[config.mk]
export PLATFORM = sky130hd
export DESIGN_NAME = wb_write_arbiter
export DESIGN_NICKNAME = d
export VERILOG_FILES = /design/src/rtl/wb_write_arbiter.sv
export SDC_FILE = /design/constraint.sdc
export NUM_CORES = 1
export LEC_CHECK = 0
export ABC_AREA = 0
export BUFFER_PORTS_ARGS = -buffer_cell sky130_fd_sc_hd__buf_4
export CAP_MARGIN = 20
export CORE_MARGIN = 2
export CORE_UTILIZATION = 39
export CTS_BUF_LIST = sky130_fd_sc_hd__clkbuf_4 sky130_fd_sc_hd__clkbuf_8 sky130_fd_sc_hd__clkbuf_16
export CTS_CLUSTER_DIAMETER = 60
export CTS_CLUSTER_SIZE = 10
export DETAILED_ROUTE_END_ITERATION = 16
export SYNTH_ARGS = -nofsm -noshare
export SYNTH_HDL_FRONTEND = slang
export SYNTH_SLANG_ARGS = --single-unit
[constraint.sdc]
create_clock -name clk -period 5.1 [get_ports clk]
set_clock_uncertainty 0.2 [all_clocks]
set_input_delay 0.255 -clock clk [delete_from_list [all_inputs] [get_ports clk]]
set_output_delay 0.255 -clock clk [all_outputs]
set_load 0.005 [all_outputs]
[src/rtl/wb_write_arbiter.sv]
// Merges in-order WB results and buffered long-unit results onto one register-file write port; one cycle select-to-write latency.
// Long port stalls on a full FIFO (longReady); pipeline stalls only when the aged FIFO head preempts it (pipeReady).
module wb_write_arbiter #(
    parameter int DATA_W       = 32,
    parameter int DEPTH        = 4,
    parameter int STARVE_LIMIT = 8
) (
    input  logic                     clk,
    input  logic                     rstN,
    input  logic                     pipeValid,
    input  logic [4:0]               pipeReg,
    input  logic [DATA_W-1:0]        pipeData,
    output logic                     pipeReady,
    input  logic                     longValid,
    input  logic [4:0]               longReg,
    input  logic [DATA_W-1:0]        longData,
    output logic                     longReady,
    input  logic [4:0]               srcA,
    input  logic [4:0]               srcB,
    output logic                     hazardA,
    output logic                     hazardB,
    output logic [4:0]               writeReg,
    output logic [DATA_W-1:0]        writeData,
    output logic                     regWrite,
    output logic [$clog2(DEPTH):0]   fifoCount
);
    localparam int PW = $clog2(DEPTH);
    localparam int CW = PW + 1;
    localparam int AW = $clog2(STARVE_LIMIT + 1);

    logic [4:0]        reg_q  [DEPTH];
    logic [DATA_W-1:0] data_q [DEPTH];
    logic [PW-1:0]     rd_ptr_q, rd_ptr_d;
    logic [PW-1:0]     wr_ptr_q, wr_ptr_d;
    logic [CW-1:0]     count_q, count_d;
    logic [AW-1:0]     age_q, age_d;
    logic              reg_write_q, reg_write_d;
    logic [4:0]        write_reg_q, write_reg_d;
    logic [DATA_W-1:0] write_data_q, write_data_d;

    logic fifo_ne, starve, pipe_hit, push, pop, issue_pipe;
    logic hit_a, hit_b;
    logic [PW-1:0] off;

    assign fifo_ne   = (count_q != '0);
    assign starve    = (age_q == AW'(STARVE_LIMIT));
    assign pipe_hit  = pipeValid && (pipeReg != 5'd0);
    assign longReady = (count_q != CW'(DEPTH));
    assign pipeReady = !starve;
    assign push      = longValid && longReady && (longReg != 5'd0);

    // Priority: starved head, then a real pipeline write, then any queued head.
    always_comb begin
        pop        = 1'b0;
        issue_pipe = 1'b0;
        if (starve && fifo_ne) begin
            pop = 1'b1;
        end else if (pipe_hit) begin
            issue_pipe = 1'b1;
        end else if (fifo_ne) begin
            pop = 1'b1;
        end
    end

    always_comb begin
        rd_ptr_d     = pop  ? rd_ptr_q + PW'(1) : rd_ptr_q;
        wr_ptr_d     = push ? wr_ptr_q + PW'(1) : wr_ptr_q;
        count_d      = count_q;
        if (push && !pop) count_d = count_q + CW'(1);
        if (pop && !push) count_d = count_q - CW'(1);

        age_d = age_q;
        if (pop || !fifo_ne) begin
            age_d = '0;
        end else if (!starve) begin
            age_d = age_q + AW'(1);
        end

        reg_write_d  = pop || issue_pipe;
        write_reg_d  = write_reg_q;
        write_data_d = write_data_q;
        if (pop) begin
            write_reg_d  = reg_q[rd_ptr_q];
            write_data_d = data_q[rd_ptr_q];
        end else if (issue_pipe) begin
            write_reg_d  = pipeReg;
            write_data_d = pipeData;
        end
    end

    // Only occupied slots count; the entry already in the output register is excluded.
    always_comb begin
        hit_a = 1'b0;
        hit_b = 1'b0;
        off   = '0;
        for (int i = 0; i < DEPTH; i++) begin
            off = PW'(i) - rd_ptr_q;
            if ({1'b0, off} < count_q) begin
                if (reg_q[i] == srcA) hit_a = 1'b1;
                if (reg_q[i] == srcB) hit_b = 1'b1;
            end
        end
    end

    assign hazardA = hit_a && (srcA != 5'd0);
    assign hazardB = hit_b && (srcB != 5'd0);

    always_ff @(posedge clk or negedge rstN) begin
        if (!rstN) begin
            for (int i = 0; i < DEPTH; i++) begin
                reg_q[i]  <= '0;
                data_q[i] <= '0;
            end
        end else if (push) begin
            reg_q[wr_ptr_q]  <= longReg;
            data_q[wr_ptr_q] <= longData;
        end
    end

    always_ff @(posedge clk or negedge rstN) begin
        if (!rstN) begin
            rd_ptr_q     <= '0;
            wr_ptr_q     <= '0;
            count_q      <= '0;
            age_q        <= '0;
            reg_write_q  <= 1'b0;
            write_reg_q  <= '0;
            write_data_q <= '0;
        end else begin
            rd_ptr_q     <= rd_ptr_d;
            wr_ptr_q     <= wr_ptr_d;
            count_q      <= count_d;
            age_q        <= age_d;
            reg_write_q  <= reg_write_d;
            write_reg_q  <= write_reg_d;
            write_data_q <= write_data_d;
        end
    end

    assign regWrite  = reg_write_q;
    assign writeReg  = write_reg_q;
    assign writeData = write_data_q;
    assign fifoCount = count_q;

endmodule
* Word level (Yosys, flattened, before mapping)
Index checks and enable logic that the tools add are counted.
** Storage, ports and cells
- Register bits :: 197
- Output and inout port bits :: 45
- Memories :: 0
- Memory bits (read-only) :: 0
- Logic and storage cells :: 107
- RAM bits :: 0
- Latch bits :: 0
** Operators by class
- Muxes and demuxes :: 41
- Reduce and logical (&&, ||, !) cells :: 22
- $mul :: 0
- $lt $le $gt $ge :: 7
- Shifts and indexed selects :: 0
- Add/subtract/negate cells :: 9
- Bitwise operators :: 2
- Divide/modulo/power cells :: 0
- Eq/ne operators :: 11
** Operator list (count)
- 2-to-1 mux 32 bit :: 5
- bitwise mux 128 bit :: 1
- binary-select mux 32 bit (select 2 bit) :: 1
- demux 32 bit (select 2 bit) :: 1
- == test 5 bit :: 8
- 2-to-1 mux 5 bit :: 5
- 2-to-1 mux 1 bit :: 21
- bitwise mux 20 bit :: 1
- nonzero test 5 bit :: 4
- < comparator 2 x 3 -> 1 bit :: 4
- binary-select mux 5 bit (select 2 bit) :: 1
- demux 5 bit (select 2 bit) :: 1
- logical AND 1 bit :: 9
- 2-to-1 mux 4 bit :: 2
- >= comparator 3 bit (second input constant) :: 2
- 2-to-1 mux 3 bit :: 2
- inverter 2 -> 3 bit :: 2
- adder 2 x 1 -> 2 bit (second input constant) :: 2
- adder 4 x 1 -> 4 bit (second input constant) :: 1
- == test 4 bit (second input constant) :: 1
- logical NOT 1 bit :: 4
- nonzero test 2 bit :: 2
- subtractor 1 x 2 -> 2 bit (first input constant) :: 2
- subtractor 2 bit (first input constant) :: 2
- 7 further kinds :: 8

* Longest topological paths before layout
Gate-level depths: netlist of the first run.
- Depth after elaboration :: 10
- Mapped depth :: 12
- Depth with buffers taken out :: 11

* Worst setup path before layout of the first run
Ideal clock, no wire load.
- Path type :: input -> register
- Start point :: input pipeReg[0]
- End point :: register count_q[2] (netlist: fifoCount[2])
- Data arrival time :: 2332 ps
- Cell stages on the path :: 11
- Buffers on the path :: 1
- Path slack :: 2488 ps
- Setup time :: 79 ps
- Cell sequence :: or4_1 > o21a_1 > a21o_1 > buf_2 > inv_2 > ha_1 > inv_1 > fa_1 > xor2_1 > nor2_1 > xor2_1
** Between the ends
- Cells in the longest elaborated chain, start to end :: 7
** RTL lines
- start: declaration :: RTL line 11 : input logic [4:0] pipeReg,
- nonzero test 5 bit (*) :: RTL line 47 : assign pipe_hit = pipeValid && (pipeReg != 5'd0);
- logical AND 1 bit (*) :: RTL line 47
- 2-to-1 mux 1 bit (*) :: RTL line 58 : end else if (pipe_hit) begin
- 2-to-1 mux 1 bit (*) :: RTL line 56 : if (starve && fifo_ne) begin
- logical NOT 1 bit :: RTL line 69 : if (push && !pop) count_d = count_q + CW'(1);
- logical AND 1 bit :: RTL line 69
- nonzero test 2 bit (no source line)
- end signal: assignment :: RTL line 132 : count_q <= count_d;
- end: declaration :: RTL line 35 : logic [CW-1:0] count_q, count_d;
Mark *: on every way between the ends. The rest lies on a longest branch, timed or not.
A chain may end at the register's enable or synchronous reset.

* Worst setup path after layout of the first run
Same ends and word-level chain as after synthesis.

==> metrics.txt, run 1 <==
Synth Net Count=774; CTS Buffer Depth=2; via count=6007; largest net degree at the start of global routing=112; Skew-Pair Late Insertion Delay=0.43 ns; number of buffers inserted by port buffering=132; Core Rows=58; routability cong.=0.819; overall global routing resource usage=17.7%; vias per cell=5.00; n_diodes=0; HP Start=pipeValid; critical path launch point=pipeReg[0]; status=complete, no violations; Sink Count=197; initial antenna violation count=0; Reg clk slew, reported paths=0.07 ns; Die X=163 um; # resized after CTS=0; pwr dens=614 nW/um2; Root Driver=clkbuf_16; nets=960; #FFs+latches synth=197; number of remaining DRC errors=0; hpwl dp=13.7 mm; CP arrival=3.49 ns; reg2reg start=fifoCount[2]; area grow syn2layout=24.6%; Netlist cell types=37; Final Hold Fails=0; CTS tree=done; Least-Margin Pin Slew=0.988 ns; Hold Path Sink=writeReg[2]; CP required=5.26 ns; vias in the first global route=6344; Max Fanout on Critical Path=36; GRT overflow=0; DRT Pass-1 Iters=4; Die Y=163 um; Fillers=2214; MaxCap Viol Count=0; first-pass GRT wire length=36.0 mm; total CTS buffers=17; 1st-iter DRT viols=320; Final period util=65.4%; Max Freq=0.300 GHz; setup slack, reg-to-reg=2.06 ns; Mean Syn Cell Area=14.6 um2; layout cells sized above 1=41.8%; Startpoint Class=primary input; pre-CTS setup slack=1.86 ns; largest cells by area after synthesis=dfrtp_1 50%, mux2_4 18%, mux4_2 8.5%; fin crit period=3.33 ns; leakage power=5.70 nW; Max IR drop VDD=209 uV; setup TNS=0 ns; reg2reg path depth=9; Initial Util=39.4%; Mapped Cells=674; top-area cell type share of the netlist area=50.1%; die area=26500 um2; slew margin rel.=34.1%; Final Max Slew Viols=0; unrepaired setup endpoints after global routing=no; Tot Pwr=7.52 mW; H-tree lvl count=4; setup violators final=0; Cell Area, Synth=9840 um2; Ports=133; CORE AREA=25000 um2; area leader, netlist=dfrtp_1; sequential-to-total area share from yosys stat=50.1%; Worst Hold Class=in2reg; WL final=22.7 mm; Multi-input gate area=4480 um2; WL per Instance=18.9 um; flip-flop and latch area=4930 um2; DRT antenna net count=0; Yosys Warn Count=0; endpoint class of the critical path=flip-flop; worst flop-to-flop path endpoint=fifoCount[2]; Hold Path Stages=5; final worst slack=1.77 ns; Crit Path Category=in2reg
[cells in the final DEF, fill, tap and decap left out, drive strengths merged]
cell type / instances
mux4: 37
inv: 20
o21a: 1
clkinvlp: 1
nor4: 10
nor2: 78
a21boi: 1
bufinv: 2
fa: 1
a21o: 1
ha: 11
nand3b: 1
nor2b: 1
nand2b: 3
dlygate4sd3: 75
mux2i: 1
clkbuf: 18
xnor2: 30
o21ba: 2
or3: 1
clkinv: 4
o211a: 1
buf: 136
o22ai: 36
a22oi: 3
nor3: 3
dfrtp: 197
or4: 2
mux2: 148
xor2: 19
o21ai: 2
a21oi: 6
nand3: 11
nand2: 8
[cell type report]
| cell class | instances | share of cell area, % |
|---|---|---|
| Sequential cell | 197 | 40.2 |
| Multi-Input combinational cell | 418 | 36.5 |
| Timing Repair Buffer | 212 | 14.7 |
| Clock buffer | 17 | 3.47 |
| Tap cell | 330 | 3.37 |
| Clock inverter | 13 | 1.22 |
| Inverter | 14 | 0.429 |
[layer usage]
metal  GRT usage (%)  wire length [um]
met3            3.85               828
met4            4.59               287
met1            24.2             10600
met5               0                 0
met2            28.7             11000
[kinds of logic (layout without fill, tap and decap cells)]
family / after synthesis / count (layout) / share of synthesized area (%)
compound gates: 53 / 53 / 3.50
xor+xnor: 49 / 49 / 4.36
fa+ha+maj: 12 / 12 / 1.60
buf+inv: 59 / 256 / 4.48
flops: 197 / 197 / 50.1
mux: 186 / 186 / 30.1
simple gates: 118 / 118 / 5.84
[per-stage QoR]
step | instance area [um2] | hold WS [ns] | cells | utilization, %
after global routing | 12300 | 0.134 | 1201 | 49.1
final | 12300 | 0.108 | 1201 | 49.1
after global placement | 10900 | 0.250 | 1095 | 43.7
after detailed placement | 10900 | 0.259 | 1095 | 43.7
after CTS | 12200 | 0.0954 | 1200 | 49.0
after floorplan | 9840 | -0.241 | 674 | -
[repair_timing]
| item | CTS | global route |
|---|---|---|
| buffers inserted | 0 | 0 |
| hold buffers | 75 | 0 |
| hold endpoints to repair | 294 | 0 |
[critical path, cell delays in order]
cell	delay [ns]
dlygate4sd3_1	0.53
buf_4	0.13
or4_1	0.52
o21a_1	0.25
a21o_2	0.53
inv_2	0.22
ha_1	0.21
inv_1	0.06
fa_1	0.37
xor2_1	0.15
nor2_1	0.11
xor2_1	0.14
[cell usage after synthesis, drive strengths merged]
master    n
nand3    11
mux2    148
a21o      1
xnor2    30
fa        1
nor2     78
or4       2
clkbuf   16
o22ai    36
nor4     10
nand2b    3
o21ba     2
a21boi    1
mux4     37
a22oi     3
nand3b    1
o21a      1
a21oi     6
o21ai     2
o211a     1
inv      14
nor2b     1
nor3      3
mux2i     1
dfrtp   197
or3       1
nand2     8
ha       11
buf      29
xor2     19
[sequential cells by signal (all words and copies together) (netlist names)]
| register | count |
|---|---|
| age_q | 4 |
| writeData | 32 |
| data_q | 128 |
| regWrite | 1 |
| reg_q | 20 |
| writeReg | 5 |
| wr_ptr_q | 2 |
| fifoCount | 3 |
| rd_ptr_q | 2 |
[how the worst max path moves through the flow]
stage | endpoint | slack [ns]
2_1_floorplan | fifoCount[2] | 2.49
3_3_place_gp | fifoCount[2] | 1.91
3_5_place_dp | fifoCount[2] | 1.86
4_1_cts | fifoCount[2] | 1.76
5_1_grt | fifoCount[2] | 1.61
6_report | fifoCount[2] | 1.77
[report_power, final]
group	internal, mW	switching (mW)	leakage, nW
logic	2.03	1.19	3.09
registers	2.36	0.573	2.33
clock network	0.730	0.641	0.284
Note: power is estimated with default switching activity, not from simulation.
==> run 2, diff against run 1 <==
==> constraint.sdc (replaced) <==
create_clock -name clk -period 3.15 [get_ports clk]
set_clock_uncertainty 0.2 [all_clocks]
set_input_delay 0.1575 -clock clk [delete_from_list [all_inputs] [get_ports clk]]
set_output_delay 0.1575 -clock clk [all_outputs]
set_load 0.005 [all_outputs]
==> run 2 against run 1 <==
  * Clock-buffer cell count is the same
  * Worst setup slack worse by 1.5 ns
  * First-iteration DRC count shrank 30%
  * Via count stayed put
  * Worst hold slack worse by 0.073 ns
  * Register-to-register slack lost 1.4 ns
  * Critical path depth is 3 lower
  * Design area is 0.52% higher
  * Clock power rose by 56%
  * Non-clock buffer count grew 6
  * Critical path type is now reg2out
  * Largest power group unchanged
==> metrics.txt, run 2 (synthesized netlist as in run 1, its figures left out) <==
vias in the first global route=6309 (-0.55%); Max Fanout on Critical Path=16 (-56%); max reg flops=128 (unchanged); Least-Margin Pin Slew=0.819 ns (-0.170 ns); WL per Instance=18.5 um (-1.9%); Startpoint Class=flip-flop; pwr dens=986 nW/um2 (+61%); Root Driver=clkbuf_16; DRT antenna net count=0 (unchanged); Sequential Power Share=38.6% (-0.4 points); Sw Share=32.1% (+0.096 points); layout cells sized above 1=42.3% (+0.46 points); final cell count without fillers=1208 (+0.58%); DRT Pass-1 Iters=4 (unchanged); Clock power frac=17.6% (-0.6 points); hpwl dp=13.9 mm (+1.6%); fin crit period=2.84 ns; slew margin rel.=45.4% (+11 points); n_diodes=0 (unchanged); commonest non-fill, non-tap cell in the layout=dfrtp_1; Worst Hold Class=in2reg; endpoint class of the critical path=output port; Final period util=90.3%; Die Y=163 um (unchanged); reg2reg path depth=11 (+2); final core utilization=49.3% (+0.26 points); Final Max Slew Viols=0 (unchanged); Crit Path Category=reg2out; Final Hold Fails=0 (unchanged); register with the most flip-flops=data_q; CTS tree=done; Internal Power=8.25 mW (+61%); Initial Util=39.4% (unchanged); Core Rows=58 (unchanged); MaxCap Viol Count=0 (unchanged); Reg clk slew, reported paths=0.07 ns (about the same); setup violators final=0 (unchanged); switching pwr=3.90 mW (+62%); Setup Fix Bufs, Post-CTS=0 (unchanged); status=complete, no violations; CP required=2.79 ns (-2.47 ns); initial antenna violation count=0 (unchanged); setup TNS=0 ns (unchanged); H-tree lvl count=4 (unchanged); Sink Count=197 (unchanged); number of remaining DRC errors=0 (unchanged); total CTS buffers=17 (unchanged); Skew-Pair Late Insertion Delay=0.42 ns (about the same); placed instance count=1102 (+0.64%); largest net degree at the start of global routing=97 (-13%); routability cong.=0.922 (+13%); Ports=133 (unchanged); first-pass GRT wire length=35.9 mm (-0.17%); CTS Buffer Depth=2 (unchanged); Die X=163 um (unchanged); Hold Path Stages=5 (unchanged); die area=26500 um2 (unchanged); most frequent cells in the layout=195 x dfrtp_1, 138 x buf_4, 120 x mux2_4, 78 x nor2_1, 75 x dlygate4sd3_1; area grow syn2layout=25.2%; Max IR drop VDD=394 uV (+88%); number of buffers inserted by port buffering=132 (unchanged); combinational share of power=43.8% (+1.0 points); CP arrival=2.49 ns (-1.00 ns); nets=966 (+0.63%); WL final=22.4 mm (-1.4%); 1st-iter DRT viols=224 (-30%); GRT overflow=0 (unchanged); unrepaired setup endpoints after global routing=no; leakage power=5.72 nW (+0.42%); overall global routing resource usage=17.7% (-0.046 points); Max Freq=0.352 GHz; via count=6007 (unchanged); vias per cell=4.97 (-0.58%); CORE AREA=25000 um2 (unchanged)
-- run 2: changes by cell type in the layout (fill, tap and decap cells not counted) --
| cell | change |
|---|---|
| buf_12 | +2 |
| buf_4 | +3 |
| buf_6 | +1 |
| bufinv_16 | -1 |
| clkinv_2 | -2 |
| clkinv_4 | +1 |
| clkinvlp_4 | +2 |
| inv_6 | +2 |
| inv_8 | -1 |
-- run 2: per-layer routing --
layer | vias up | GRT usage [%] | share of wire [%]
met5 | - | 0 | 0
met4 | 0 | 4.87 | 1.3
met3 | 15 | 2.57 | 2.6
met2 | 106 | 28.8 | 49
met1 | 3092 | 24.7 | 47
li1 | 2794 | - | -
-- run 2: final timing paths --
check	from	to	slack (ns)
max	rd_ptr_q[1]	hazardB	0.31
min	pipeValid	writeReg[4]	0.04
max reg2reg	age_q[0]	fifoCount[2]	0.63
min reg2reg	age_q[0]	age_q[0]	0.29
max in group asynchronous	rstN	writeData[2]	1.71
min in group asynchronous	rstN	reg_q[0]	0.16
-- run 2: metrics by stage --
step | power [mW] | hold WS [ns] | instance area (um2) | setup slack [ns]
after floorplan | 8.60 | -0.338 | 9840 | 0.636
after global placement | 9.94 | 0.108 | 11000 | 0.521
after detailed placement | 10.0 | 0.111 | 11000 | 0.519
after CTS | 12.3 | 0.0114 | 12300 | 0.193
after global routing | 13.0 | 0.0516 | 12300 | 0.0507
final | 12.1 | 0.0356 | 12300 | 0.307
-- run 2: repair_timing --
action,4_1_cts,5_1_grt
hold endpoints to repair,279,0
setup endpoints to repair,0,1
hold buffers,75,0
gates resized for setup,0,1
-- run 2: power groups by stage --
stage / combinational (mW) / clock (mW) / sequential [mW]
CTS: 5.41 / 2.20 / 4.68
global route: 5.78 / 2.32 / 4.86
floorplan: 4.14 / 0 / 4.46
detailed placement: 5.32 / 0 / 4.71
global placement: 5.26 / 0 / 4.68
finish: 5.32 / 2.14 / 4.68
-- run 2: area by class of cell --
| type | instances | area (um2) |
|---|---|---|
| Inverter | 14 | 52.6 |
| Sequential cell | 197 | 4930 |
| Multi-Input combinational cell | 418 | 4480 |
| Clock inverter | 14 | 139 |
| Tap cell | 330 | 413 |
| Clock buffer | 17 | 425 |
| Fill cell | 2226 | 12600 |
| Timing Repair Buffer | 218 | 1880 |
-- run 2: critical path: stages (launching register included) --
cell,delay [ns]
dfrtp_2,0.43
buf_6,0.23
inv_1,0.07
ha_1,0.28
a21boi_0,0.13
o21ba_2,0.23
nor4_1,0.28
nor4_1,0.12
a21oi_1,0.15
buf_4,0.13
==> run 3, diff against run 2 <==
==> constraint.sdc (replaced) <==
create_clock -name clk -period 2.6 [get_ports clk]
set_clock_uncertainty 0.2 [all_clocks]
set_input_delay 0.13 -clock clk [delete_from_list [all_inputs] [get_ports clk]]
set_output_delay 0.13 -clock clk [all_outputs]
set_load 0.005 [all_outputs]
==> run 3 against run 2 <==
  * Critical path depth shrank 1
  * Routed wire length up 4.2%
  * Cell count rose by 2.2%
  * Worst setup slack worse by 0.30 ns
  * Sequential cell count did not move
  * Clock power is 24% higher
  * Largest cell class unchanged
==> metrics.txt, run 3 (synthesized netlist as in run 1, its figures left out) <==
Buf/Inv on CP=1 (-2); Ports=133 (unchanged); metal2 WL=11.4 mm (+3.8%); Crit path depth=8 (-1); Fillers=2204 (-0.99%); slew margin rel.=65.3% (+20 points); status=complete, no violations; Max Fanout on Critical Path=3 (-13); vias in the first global route=6559 (+4.0%); DR WL met3=643 um (+9.4%); register with the most flip-flops=data_q; Root Driver=clkbuf_16; nets=992 (+2.7%); endpoint class of the critical path=output port; Max IR drop VDD=461 uV (+17%); Startpoint Class=flip-flop; largest net degree at the start of global routing=76 (-22%); H-tree lvl count=4 (unchanged); layout cells sized above 1=44.8% (+2.5 points); CP arrival=2.26 ns (-0.23 ns); DRT antenna net count=0 (unchanged); overall global routing resource usage=18.2% (+0.59 points); CTS Buffer Depth=2 (unchanged); commonest non-fill, non-tap cell in the layout=dfrtp_1; Worst Hold Class=in2reg; initial antenna violation count=0 (unchanged); Initial Util=39.4% (unchanged); fin crit period=2.59 ns; die area=26500 um2 (unchanged); total CTS buffers=17 (unchanged); leakage power=5.93 nW (+3.6%); Skew-Pair Late Insertion Delay=0.43 ns (about the same); number of buffers inserted by port buffering=132 (unchanged); Core Rows=58 (unchanged); most frequent cells in the layout=195 x dfrtp_1, 154 x buf_4, 120 x mux2_4, 78 x nor2_1, 77 x dlygate4sd3_1; Sink Count=197 (unchanged); slowest cell delay on critical path=0.46 ns (+0.03 ns); slowest stage cell, crit path=dfrtp_2; Tot Pwr=15.3 mW (+26%); Die X=163 um (unchanged); met1 wire length=10.8 mm (+2.4%); first-pass GRT wire length=37.0 mm (+3.1%); Top Family by Delay on Critical Path=simple AND/OR/NAND/NOR gates; Die Y=163 um (unchanged); CTS tree=done; via count=6138 (+2.2%); vias per cell=4.97 (about the same); reg2reg path depth=5 (-6); 1st-iter DRT viols=303 (+35%); area grow syn2layout=29.3%; Max Freq=0.386 GHz; Crit Path Category=reg2out; number of remaining DRC errors=0 (unchanged); routability cong.=0.851 (-7.7%); CP required=2.27 ns (-0.52 ns); Final Max Slew Viols=0 (unchanged); WL per Instance=18.9 um (+2.0%); pwr dens=1200 nW/um2 (+22%); DRT Pass-1 Iters=4 (unchanged); unrepaired setup endpoints after global routing=yes; final worst slack=0.00869 ns (-0.298 ns); MaxCap Viol Count=0 (unchanged); max reg flops=128 (unchanged); worst hold slack=0.0513 ns (+0.0157 ns); pre-CTS setup slack=0.0814 ns (-0.437 ns); Reg clk slew, reported paths=0.07 ns (about the same); hpwl dp=15.0 mm (+8.0%); CORE AREA=25000 um2 (unchanged); n_diodes=0 (unchanged); setup violators final=0 (unchanged); critical path cell sequence=xnor2_2, ha_1, nand2b_1, o22ai_2, nor4_2, nor4_1, a21oi_1, buf_4; Highest Signal Layer=met4; Final period util=99.7%; Least-Margin Pin Slew=0.520 ns (-0.299 ns); WL final=23.3 mm (+4.2%); Hold Path Stages=5 (unchanged); GRT overflow=0 (unchanged); Final Hold Fails=0 (unchanged)
## run 3: metrics by stage
step	setup TNS, ns	instances	instance area [um2]	util (%)
global placement	0	1121	11200	45.0
finish	0	1234	12700	51.0
global route	-0.282	1234	12700	51.0
floorplan	0	674	9840	-
detailed placement	0	1121	11200	45.0
CTS	0	1232	12700	50.8
## run 3: worst min-delay path, stage by stage
cell     delay (ns)
buf_4          0.08
nand2_1        0.04
nand2_1        0.11
a22oi_1        0.12
a21oi_1        0.15
## run 3: area by class of cell
class / instances / area, um2 / share of cell area (%)
flip-flops and latches: 197 / 4930 / 38.8
multi-input cells: 418 / 4540 / 35.7
repair buffers: 244 / 2200 / 17.3
clock buffers: 21 / 462 / 3.63
well taps: 330 / 413 / 3.25
clock inverters: 10 / 123 / 0.964
inverters: 14 / 55.1 / 0.433
## run 3: metal layers
metal	track usage [%]	vias to the layer above
met5	0	-
met1	25.1	3147
met4	6.11	0
li1	-	2848
met3	2.55	29
met2	29.8	114
## run 3: worst paths after layout
path	startpoint	endpoint	slack (ns)
min in group asynchronous	rstN	reg_q[4]	0.08
hold reg to reg	data_q[34]	data_q[34]	0.30
setup reg to reg	rd_ptr_q[1]	writeReg[2]	0.13
max in group asynchronous	rstN	data_q[114]	1.69
setup / recovery	rd_ptr_q[0]	hazardA	0.009
hold / removal	pipeValid	writeReg[4]	0.05
## run 3: what timing repair did
item | in CTS | in global routing
gates cloned | 1 | 0
endpoints found under the hold margin | 382 | 0
setup endpoints to repair | 2 | 3
pin swaps | 4 | 4
hold buffers | 78 | 0
setup buffers | 1 | 2
gates resized for setup | 6 | 7
## run 3: report_power, final
part | switching, mW | internal [mW] | total (mW)
registers | 1.04 | 4.63 | 5.67
logic | 2.60 | 4.34 | 6.94
clock network | 1.18 | 1.48 | 2.66
